### config.mk
export PLATFORM = sky130hd
export DESIGN_NAME = mmu_skew_feeder
export DESIGN_NICKNAME = d
export VERILOG_FILES = /design/src/rtl/mmu_skew_feeder.sv
export SDC_FILE = /design/constraint.sdc
export NUM_CORES = 1
export LEC_CHECK = 0
export BUFFER_PORTS_ARGS = -buffer_cell sky130_fd_sc_hd__buf_2
export CAP_MARGIN = 20
export CORE_AREA = 2 2 118 120
export CTS_CLUSTER_DIAMETER = 150
export DETAILED_ROUTE_END_ITERATION = 12
export DIE_AREA = 0 0 120 122
export PLACE_DENSITY = 0.66
export SETUP_SLACK_MARGIN = 0.1
export SLEW_MARGIN = 20
export SYNTH_ARGS = -nofsm -noshare
export SYNTH_HDL_FRONTEND = slang
export SYNTH_SLANG_ARGS = --single-unit
### constraint.sdc
create_clock -name clk -period 2.3 [get_ports clk]
set_input_delay 0.23 -clock clk [delete_from_list [all_inputs] [get_ports clk]]
set_output_delay 0.23 -clock clk [all_outputs]
set_load 0.03 [all_outputs]
### src/rtl/mmu_skew_feeder.sv
// -----------------------------------------------------------------------------
// mmu_skew_feeder
//   Upstream stage of the systolic MMU array. Takes one unskewed k-step per
//   beat (N A-row elements + N B-column elements) and drives the array edges
//   with diagonally skewed operands: lane i is delayed by i extra cycles.
//   Sequences the tile: clear pulse travelling with the first beat, a flush
//   window while the last wavefront crosses the array, then an N-cycle
//   shift-out window so the accumulators drain.
//
// Ports
//   clk, rst_n     clock, synchronous active-low reset
//   s_valid/s_ready/s_last, s_a, s_b   input beat stream
//   a_edge, b_edge skewed operands to left / top edge of the array
//   clear_edge     per-lane accumulator clear, skewed with the data
//   shift_edge     shift-out enable for the array's result chain
//   busy           high whenever the FSM is not IDLE
//   done           one-cycle pulse on the last DRAIN cycle
//
// Handshake: a beat transfers on a rising clk edge where s_valid and s_ready
// are both 1. s_ready depends only on state and rst_n (never on s_valid);
// the source must hold the beat stable until it transfers.
// -----------------------------------------------------------------------------
module mmu_skew_feeder #(
   parameter int N        = 4,
   parameter int VAR_SIZE = 8
) (
   input  logic                  clk,
   input  logic                  rst_n,
   input  logic                  s_valid,
   output logic                  s_ready,
   input  logic                  s_last,
   input  logic [N*VAR_SIZE-1:0] s_a,
   input  logic [N*VAR_SIZE-1:0] s_b,
   output logic [N*VAR_SIZE-1:0] a_edge,
   output logic [N*VAR_SIZE-1:0] b_edge,
   output logic [N-1:0]          clear_edge,
   output logic                  shift_edge,
   output logic                  busy,
   output logic                  done
);

   typedef enum logic [1:0] {IDLE, STREAM, FLUSH, DRAIN} state_t;

   // Counter must hold both the flush load (2N-3) and the drain load (N-1).
   localparam int CW         = (N > 1) ? $clog2(2 * N) : 1;
   localparam int FLUSH_LOAD = (N > 1) ? 2 * N - 3 : 0;
   localparam int DRAIN_LOAD = N - 1;
   localparam bit SKIP_FLUSH = (N == 1);

   state_t        state;
   logic [CW-1:0] cnt;
   logic          accept;
   logic          first;

   assign s_ready = rst_n && ((state == IDLE) || (state == STREAM));
   assign accept  = s_valid && s_ready;
   assign first   = accept && (state == IDLE);

   // ---------------------------------------------------------------------------
   // Tile sequencer. Outputs are registered, so each branch sets them for the
   // state being entered.
   // ---------------------------------------------------------------------------
   always_ff @(posedge clk) begin
      if (!rst_n) begin
         state      <= IDLE;
         cnt        <= '0;
         shift_edge <= 1'b0;
         busy       <= 1'b0;
         done       <= 1'b0;
      end else begin
         done <= 1'b0;
         case (state)
            IDLE, STREAM: begin
               if (accept) begin
                  busy <= 1'b1;
                  if (s_last) begin
                     if (SKIP_FLUSH) begin
                        state      <= DRAIN;
                        cnt        <= CW'(DRAIN_LOAD);
                        shift_edge <= 1'b1;
                        done       <= (DRAIN_LOAD == 0);
                     end else begin
                        state <= FLUSH;
                        cnt   <= CW'(FLUSH_LOAD);
                     end
                  end else begin
                     state <= STREAM;
                  end
               end
            end
            FLUSH: begin
               if (cnt == '0) begin
                  state      <= DRAIN;
                  cnt        <= CW'(DRAIN_LOAD);
                  shift_edge <= 1'b1;
                  done       <= (DRAIN_LOAD == 0);
               end else begin
                  cnt <= cnt - 1'b1;
               end
            end
            DRAIN: begin
               if (cnt == '0) begin
                  state      <= IDLE;
                  shift_edge <= 1'b0;
                  busy       <= 1'b0;
               end else begin
                  cnt  <= cnt - 1'b1;
                  // done lines up with the final DRAIN cycle (count 0).
                  done <= (cnt == CW'(1));
               end
            end
            default: begin
               state      <= IDLE;
               shift_edge <= 1'b0;
               busy       <= 1'b0;
            end
         endcase
      end
   end

   // ---------------------------------------------------------------------------
   // Skew lines: lane i is a chain of 1+i registers. Cycles without an accepted
   // beat push zeros, which add nothing to the MACs. The first-of-tile flag
   // rides a parallel 1-bit chain so the clear lands with the first operand.
   // ---------------------------------------------------------------------------
   for (genvar i = 0; i < N; i++) begin : g_lane
      logic [VAR_SIZE-1:0] a_sr [0:i];
      logic [VAR_SIZE-1:0] b_sr [0:i];
      logic [i:0]          c_sr;

      always_ff @(posedge clk) begin
         if (!rst_n) begin
            for (int j = 0; j <= i; j++) begin
               a_sr[j] <= '0;
               b_sr[j] <= '0;
            end
            c_sr <= '0;
         end else begin
            a_sr[0] <= accept ? s_a[i*VAR_SIZE +: VAR_SIZE] : '0;
            b_sr[0] <= accept ? s_b[i*VAR_SIZE +: VAR_SIZE] : '0;
            c_sr[0] <= first;
            for (int j = 1; j <= i; j++) begin
               a_sr[j] <= a_sr[j-1];
               b_sr[j] <= b_sr[j-1];
               c_sr[j] <= c_sr[j-1];
            end
         end
      end

      assign a_edge[i*VAR_SIZE +: VAR_SIZE] = a_sr[i];
      assign b_edge[i*VAR_SIZE +: VAR_SIZE] = b_sr[i];
      assign clear_edge[i]                  = c_sr[i];
   end

endmodule

After elaboration in Yosys (flattened, before gate mapping)

Memory sizes are Yosys's and may differ from the RTL's.
Index checks and enable logic that the tools add are counted.

Register bits: 18
RAM bits: 160
Input port bits: 68
Logic and storage cells: 110
Memories: 8

Memories:

| name            | words | bits a word | rd ports | clocked after memory_dff | write ports | line | source |
|---|---|---|---|---|---|---|---|
| g_lane[3].a_sr  | 4     | 8           | 4        | 0                        | 4           | 127  | `logic [VAR_SIZE-1:0] a_sr [0:i];` |
| g_lane[3].b_sr  | 4     | 8           | 4        | 0                        | 4           | 128  | `logic [VAR_SIZE-1:0] b_sr [0:i];` |
| g_lane[2].a_sr  | 3     | 8           | 3        | 0                        | 3           | 127  |  |
| g_lane[2].b_sr  | 3     | 8           | 3        | 0                        | 3           | 128  |  |
| g_lane[1].a_sr  | 2     | 8           | 2        | 0                        | 2           | 127  |  |
| g_lane[1].b_sr  | 2     | 8           | 2        | 0                        | 2           | 128  |  |
| 2 more memories | --    | --          | --       | --                       | --          | --   |  |

$add $sub $neg: 1
Equality and inequality tests: 9
Muxes and demuxes: 47
Bitwise operators: 20
Reductions and logical operators: 16

Operators with widths:

| cell                  | number |
|---|---|
| $mux W8               | 28 |
| $or A1 B1 Y1          | 18 |
| $reduce_or A8 Y1      | 2 |
| $mux W3               | 4 |
| $reduce_and A3 Y1     | 4 |
| $ne A2 B2 Y1 const B  | 5 |
| $pmux W3 S3           | 1 |
| $mux W2               | 4 |
| $mux W1               | 7 |
| $pmux W2 S3           | 1 |
| $eq A2 B2 Y1 const B  | 2 |
| $pmux W1 S2           | 2 |
| $reduce_bool A2 Y1    | 2 |
| $eq A3 B1 Y1 const B  | 1 |
| $logic_and A1 B1 Y1   | 3 |
| $logic_not A3 Y1      | 1 |
| $reduce_or A3 Y1      | 1 |
| $sub A3 B1 Y3 const B | 1 |
| $eq A2 B1 Y1 const B  | 1 |
| $logic_not A2 Y1      | 1 |
| $not A1 Y1            | 2 |
| $reduce_or A2 Y1      | 1 |
| $logic_or A1 B1 Y1    | 1 |

Longest topological paths before layout

Depth after elaboration: 6
Mapped depth: 5

Least setup slack after synthesis

Ideal clock, no wire load.

Path kind: reg2reg
From: register cnt[0]
To: register cnt[0]
Library setup time: 122 ps
Data arrival time: 1173 ps
Required time: 2178 ps
Slack: 1005 ps
Cell stages (with the launch flop): 6
Path buffers: 0
Cells stage by stage: dfxtp_1 -> inv_1 -> ha_1 -> nand3b_1 -> and2_4 -> o311a_1

Longest elaborated chain between the ends: 3

RTL lines:

| what                                              | line | source |
|---|---|---|
| start: declaration                                | 51   | `logic [CW-1:0] cnt;` |
| start signal: assignment                          | 79   | `cnt <= CW'(DRAIN_LOAD);` |
| start signal: assignment                          | 84   | `cnt <= CW'(FLUSH_LOAD);` |
| start signal: assignment                          | 94   | `cnt <= CW'(DRAIN_LOAD);` |
| $sub A3 B1 Y3 or $logic_not A3 Y1 (tied branches) | --   |  |
| $mux W3, or another cell as far along             | 102  | `if (cnt == '0) begin` |
| $pmux W3 S3 or $reduce_and A3 Y1 (tied branches)  | --   |  |

Several ways; a longest one is shown, not always the timed one. The select of a mux whose other input is x is not followed.
A chain may end at the register's enable or synchronous reset.

Worst setup path after layout

From: register state[1]
To: output port s_ready

Longest elaborated chain between the ends: 3

RTL lines:

| what                                             | line | source |
|---|---|---|
| start: declaration                               | 50   | `state_t state;` |
| start signal: assignment                         | 65   | `state <= IDLE;` |
| start signal: assignment                         | 78   | `state <= DRAIN;` |
| start signal: assignment                         | 83   | `state <= FLUSH;` |
| $eq A2 B1 Y1 or $logic_not A2 Y1 (tied branches) | 55   | `assign s_ready = rst_n && ((state == IDLE) \|\| (state == STREAM));` |
| $logic_or A1 B1 Y1 (*)                           | 55   |  |
| $logic_and A1 B1 Y1 (*)                          | 55   |  |
| end: declaration                                 | 30   | `output logic s_ready,` |

Mark *: on every way between the ends. The rest lies on a longest branch, timed or not.

==> impl_metrics.py <==
metrics = {
    "layout": {
        "seqCellArea_mm2": 0.00344,
        "share_of_post_route_cells_with_drive_strength_above_1": 0.316,
        "post_layout_net_count": 603,
        "syn2layout_area_growth_pct": 19.6,
        "layout.filler_cells": 1236,
        "multi_input_comb_area_mm2": 0.00127,
        "postLayoutCoreUtil": 0.464,
    },
    "logic_synthesis": {
        "yosys_warning_count": 0,
        "synth_top_flop_cell": "sky130_fd_sc_hd__dfxtp_1",
        "synth-seq-cells": 172,
        "synth.top_cells.by_area": "sky130_fd_sc_hd__dfxtp_1 (66%), sky130_fd_sc_hd__and2_1 (12%), sky130_fd_sc_hd__and3_1 (7.9%), sky130_fd_sc_hd__buf_4 (7.0%), sky130_fd_sc_hd__buf_6 (1.1%)",
        "postSynthAreaPerCell_um2": 11.7,
        "postSynthCellCount": 447,
        "synth_async_sr_flop_share": 0,
        "synth_top_cells_by_count": "sky130_fd_sc_hd__dfxtp_1 (172), sky130_fd_sc_hd__and2_1 (101), sky130_fd_sc_hd__and3_1 (66)",
        "syn_nets": 518,
        "most_frequent_cell_after_synthesis": "sky130_fd_sc_hd__dfxtp_1",
        "part_of_the_yosys_area_used_for_sequential_elements": 0.658,
        "netlist.top_cell.by_area": "sky130_fd_sc_hd__dfxtp_1",
        "synth_edf_count": 0,
        "syn-cell-area_mm2": 0.00524,
        "post_synth_num_cell_types": 28,
        "post-synth-top-area-fraction": 0.658,
    },
    "sta": {
        "grt_setup_unrepaired": "no",
        "worstMarginPinSlew_ns": 1.03,
        "period_minus_slack_ns": 1.90,
        "fmax_mhz": 525,
        "finalSetupViolCount": 0,
        "finalClockSkew_ns": 0.00584,
        "setup-tns-final_ns": 0,
        "slew_headroom": 0.316,
        "timing_hold_violations_final": 0,
        "finalWorstSetupSlack_ns": 0.395,
        "final_min_period_over_clock_period": 0.828,
        "timing_max_transition_violations_final": 0,
    },
    "clock_network": {
        "number_of_setup_buffers_added_after_cts": 0,
        "worstSkewPairLatency_ns": 0.41,
        "cts_root_buf": "sky130_fd_sc_hd__clkbuf_16",
        "cts.reportedPaths.clkPinSlew_ns": 0.06,
        "htree_num_levels": 4,
        "clkSinkCount": 172,
        "cts-buffers-inserted": 17,
        "cts_buffer_depth": 2,
        "tritoncts": "built",
    },
    "setup_path": {
        "path_cells": "and2b_4, buf_2",
        "worstPathRequired_ns": 2.07,
        "setup.worst_path.class": "register to output port",
        "master_of_the_slowest_instance_on_the_critical_path": "sky130_fd_sc_hd__and2b_4",
        "cp-start-kind": "register",
        "timing.critical_path.to_type": "output port",
        "worst-path-max-fanout": 33,
        "max_stage_delay_ns": 0.56,
        "cp_data_arrival_time_ns": 1.67,
    },
    "die": {
        "initial_core_util": 0.388,
        "floorplan.core_area_mm2": 0.0135,
        "floorplan.io_pins": 140,
        "design.die.area_mm2": 0.0146,
        "dieHeight_um": 122,
        "die_w_um": 120,
        "floorplan.rows": 43,
    },
    "placed_design": {
        "gp_congestion": 0.735,
        "buffer_ports.inserted": 139,
        "hpwl_mm": 5.30,
        "post-place-ws_ns": 0.651,
    },
    "global_route": {
        "largest_net_degree_at_the_start_of_global_routing": 108,
        "initial_antenna_violation_count": 1,
        "grt_pass1_vias": 2797,
        "grt_use_total": 0.119,
        "grt_overflow": 0,
        "grt_pass1_wl_mm": 13.2,
    },
    "drt": {
        "vias_per_cell": 4.21,
        "num_vias": 3052,
        "drt_iter0_drc": 129,
        "detail-route-antenna-nets": 0,
        "drt-pass1-iter-count": 6,
        "routedWlPerCell_um": 11.8,
        "drc_errors": 0,
        "wirelength_mm": 8.58,
    },
    "job": {
        "max_cap_violations": 0,
    },
    "min_path": {
        "hold_class": "input port to register",
    },
    "power_and_ir_drop": {
        "ir_drop_mv": 0.453,
        "total_leakage_power_nw": 3.12,
        "power-per-cell-area_mw_per_mm2": 995,
    },
    "run_status": {
        "status": "completed",
    },
}
kinds of logic (layout without fill, tap and decap cells):
kind of cell,after synthesis,after routing,share of synthesized area
AO/OA/AOI/OAI,9,9,0.0139
adder cells (fa/ha/maj),3,3,0.00717
buffers and inverters,79,175,0.101
flip-flops,172,172,0.658
multiplexers,1,1,0.00191
other,0,1,0
AND/OR/NAND/NOR,183,184,0.218
what timing repair did:
action,4_1_cts,5_1_grt
hold buffers,0,0
gates resized for setup,0,0
setup endpoints to repair,0,1
through the flow:
| step | hold slack, ns | power, W | instance area (µm²) | instances |
|---|---|---|---|---|
| detailed placement | 0.417 | 0.00350 | 5650 | 692 |
| floorplan | 0.383 | 0.00341 | 5240 | 447 |
| global placement | 0.414 | 0.00349 | 5650 | 692 |
| finish | 0.0411 | 0.00623 | 6260 | 725 |
| global route | 0.0177 | 0.00650 | 6260 | 724 |
| CTS | 0.0140 | 0.00631 | 6250 | 723 |
cell type report:
class / instances / share of cell area
Sequential cell: 172 / 0.550
Tap cell: 180 / 0.0360
Antenna cell: 1 / 0.000400
Timing Repair Buffer: 141 / 0.114
Clock inverter: 8 / 0.0174
Inverter: 3 / 0.00180
Multi-Input combinational cell: 197 / 0.203
Clock buffer: 23 / 0.0779
layer usage:
layer,wire [µm],global-route usage,share of wire
met1,3670,0.133,0.43
met2,3950,0.180,0.46
met3,764,0.0632,0.089
met4,189,0.0699,0.022
met5,0,0,0
placed cells by master, fill, tap and decap left out, drive strengths merged, types with 2 or more instances in the layout:
master    count
nand3         2
nand3b        3
o21a          2
bufinv        2
nor2          3
buf         141
dfxtp       172
clkinv        2
and2        102
nand2         2
clkbuf       23
and3         66
ha            3
a21boi        2
clkinvlp      3
inv           4
and2b         2
sequential cells by signal (all words and copies together), names as in the netlist:
name,count
cnt,3
g_lane.a_sr,80
busy,1
state,2
done,1
shift_edge,1
g_lane.c_sr,4
g_lane.b_sr,80
worst max-delay path, delay by kind of cell (launching register included):
family,cells,cell delay (ns)
DFF,1,0.42
buffers and inverters,1,0.28
and+or+nand+nor,1,0.56
power by group:
group          internal (W)  switching, W  leakage (nW)
logic              0.000134      0.000195          1.44
registers           0.00308     0.0000315          1.40
clock network       0.00172       0.00108         0.282
total               0.00493       0.00130          3.12
final timing paths:
check / cells after the start / startpoint / end / slack, ns
min: 2 / s_b[1] / g_lane[0].b_sr[0][1] / 0.04
min reg2reg: 1 / g_lane[2].a_sr[0][13] / g_lane[2].a_sr[0][21] / 0.43
max reg2reg: 2 / state[1] / g_lane[3].b_sr[0][1] / 0.62
max: 2 / state[1] / s_ready / 0.40
(Power assumes the default switching activity.)
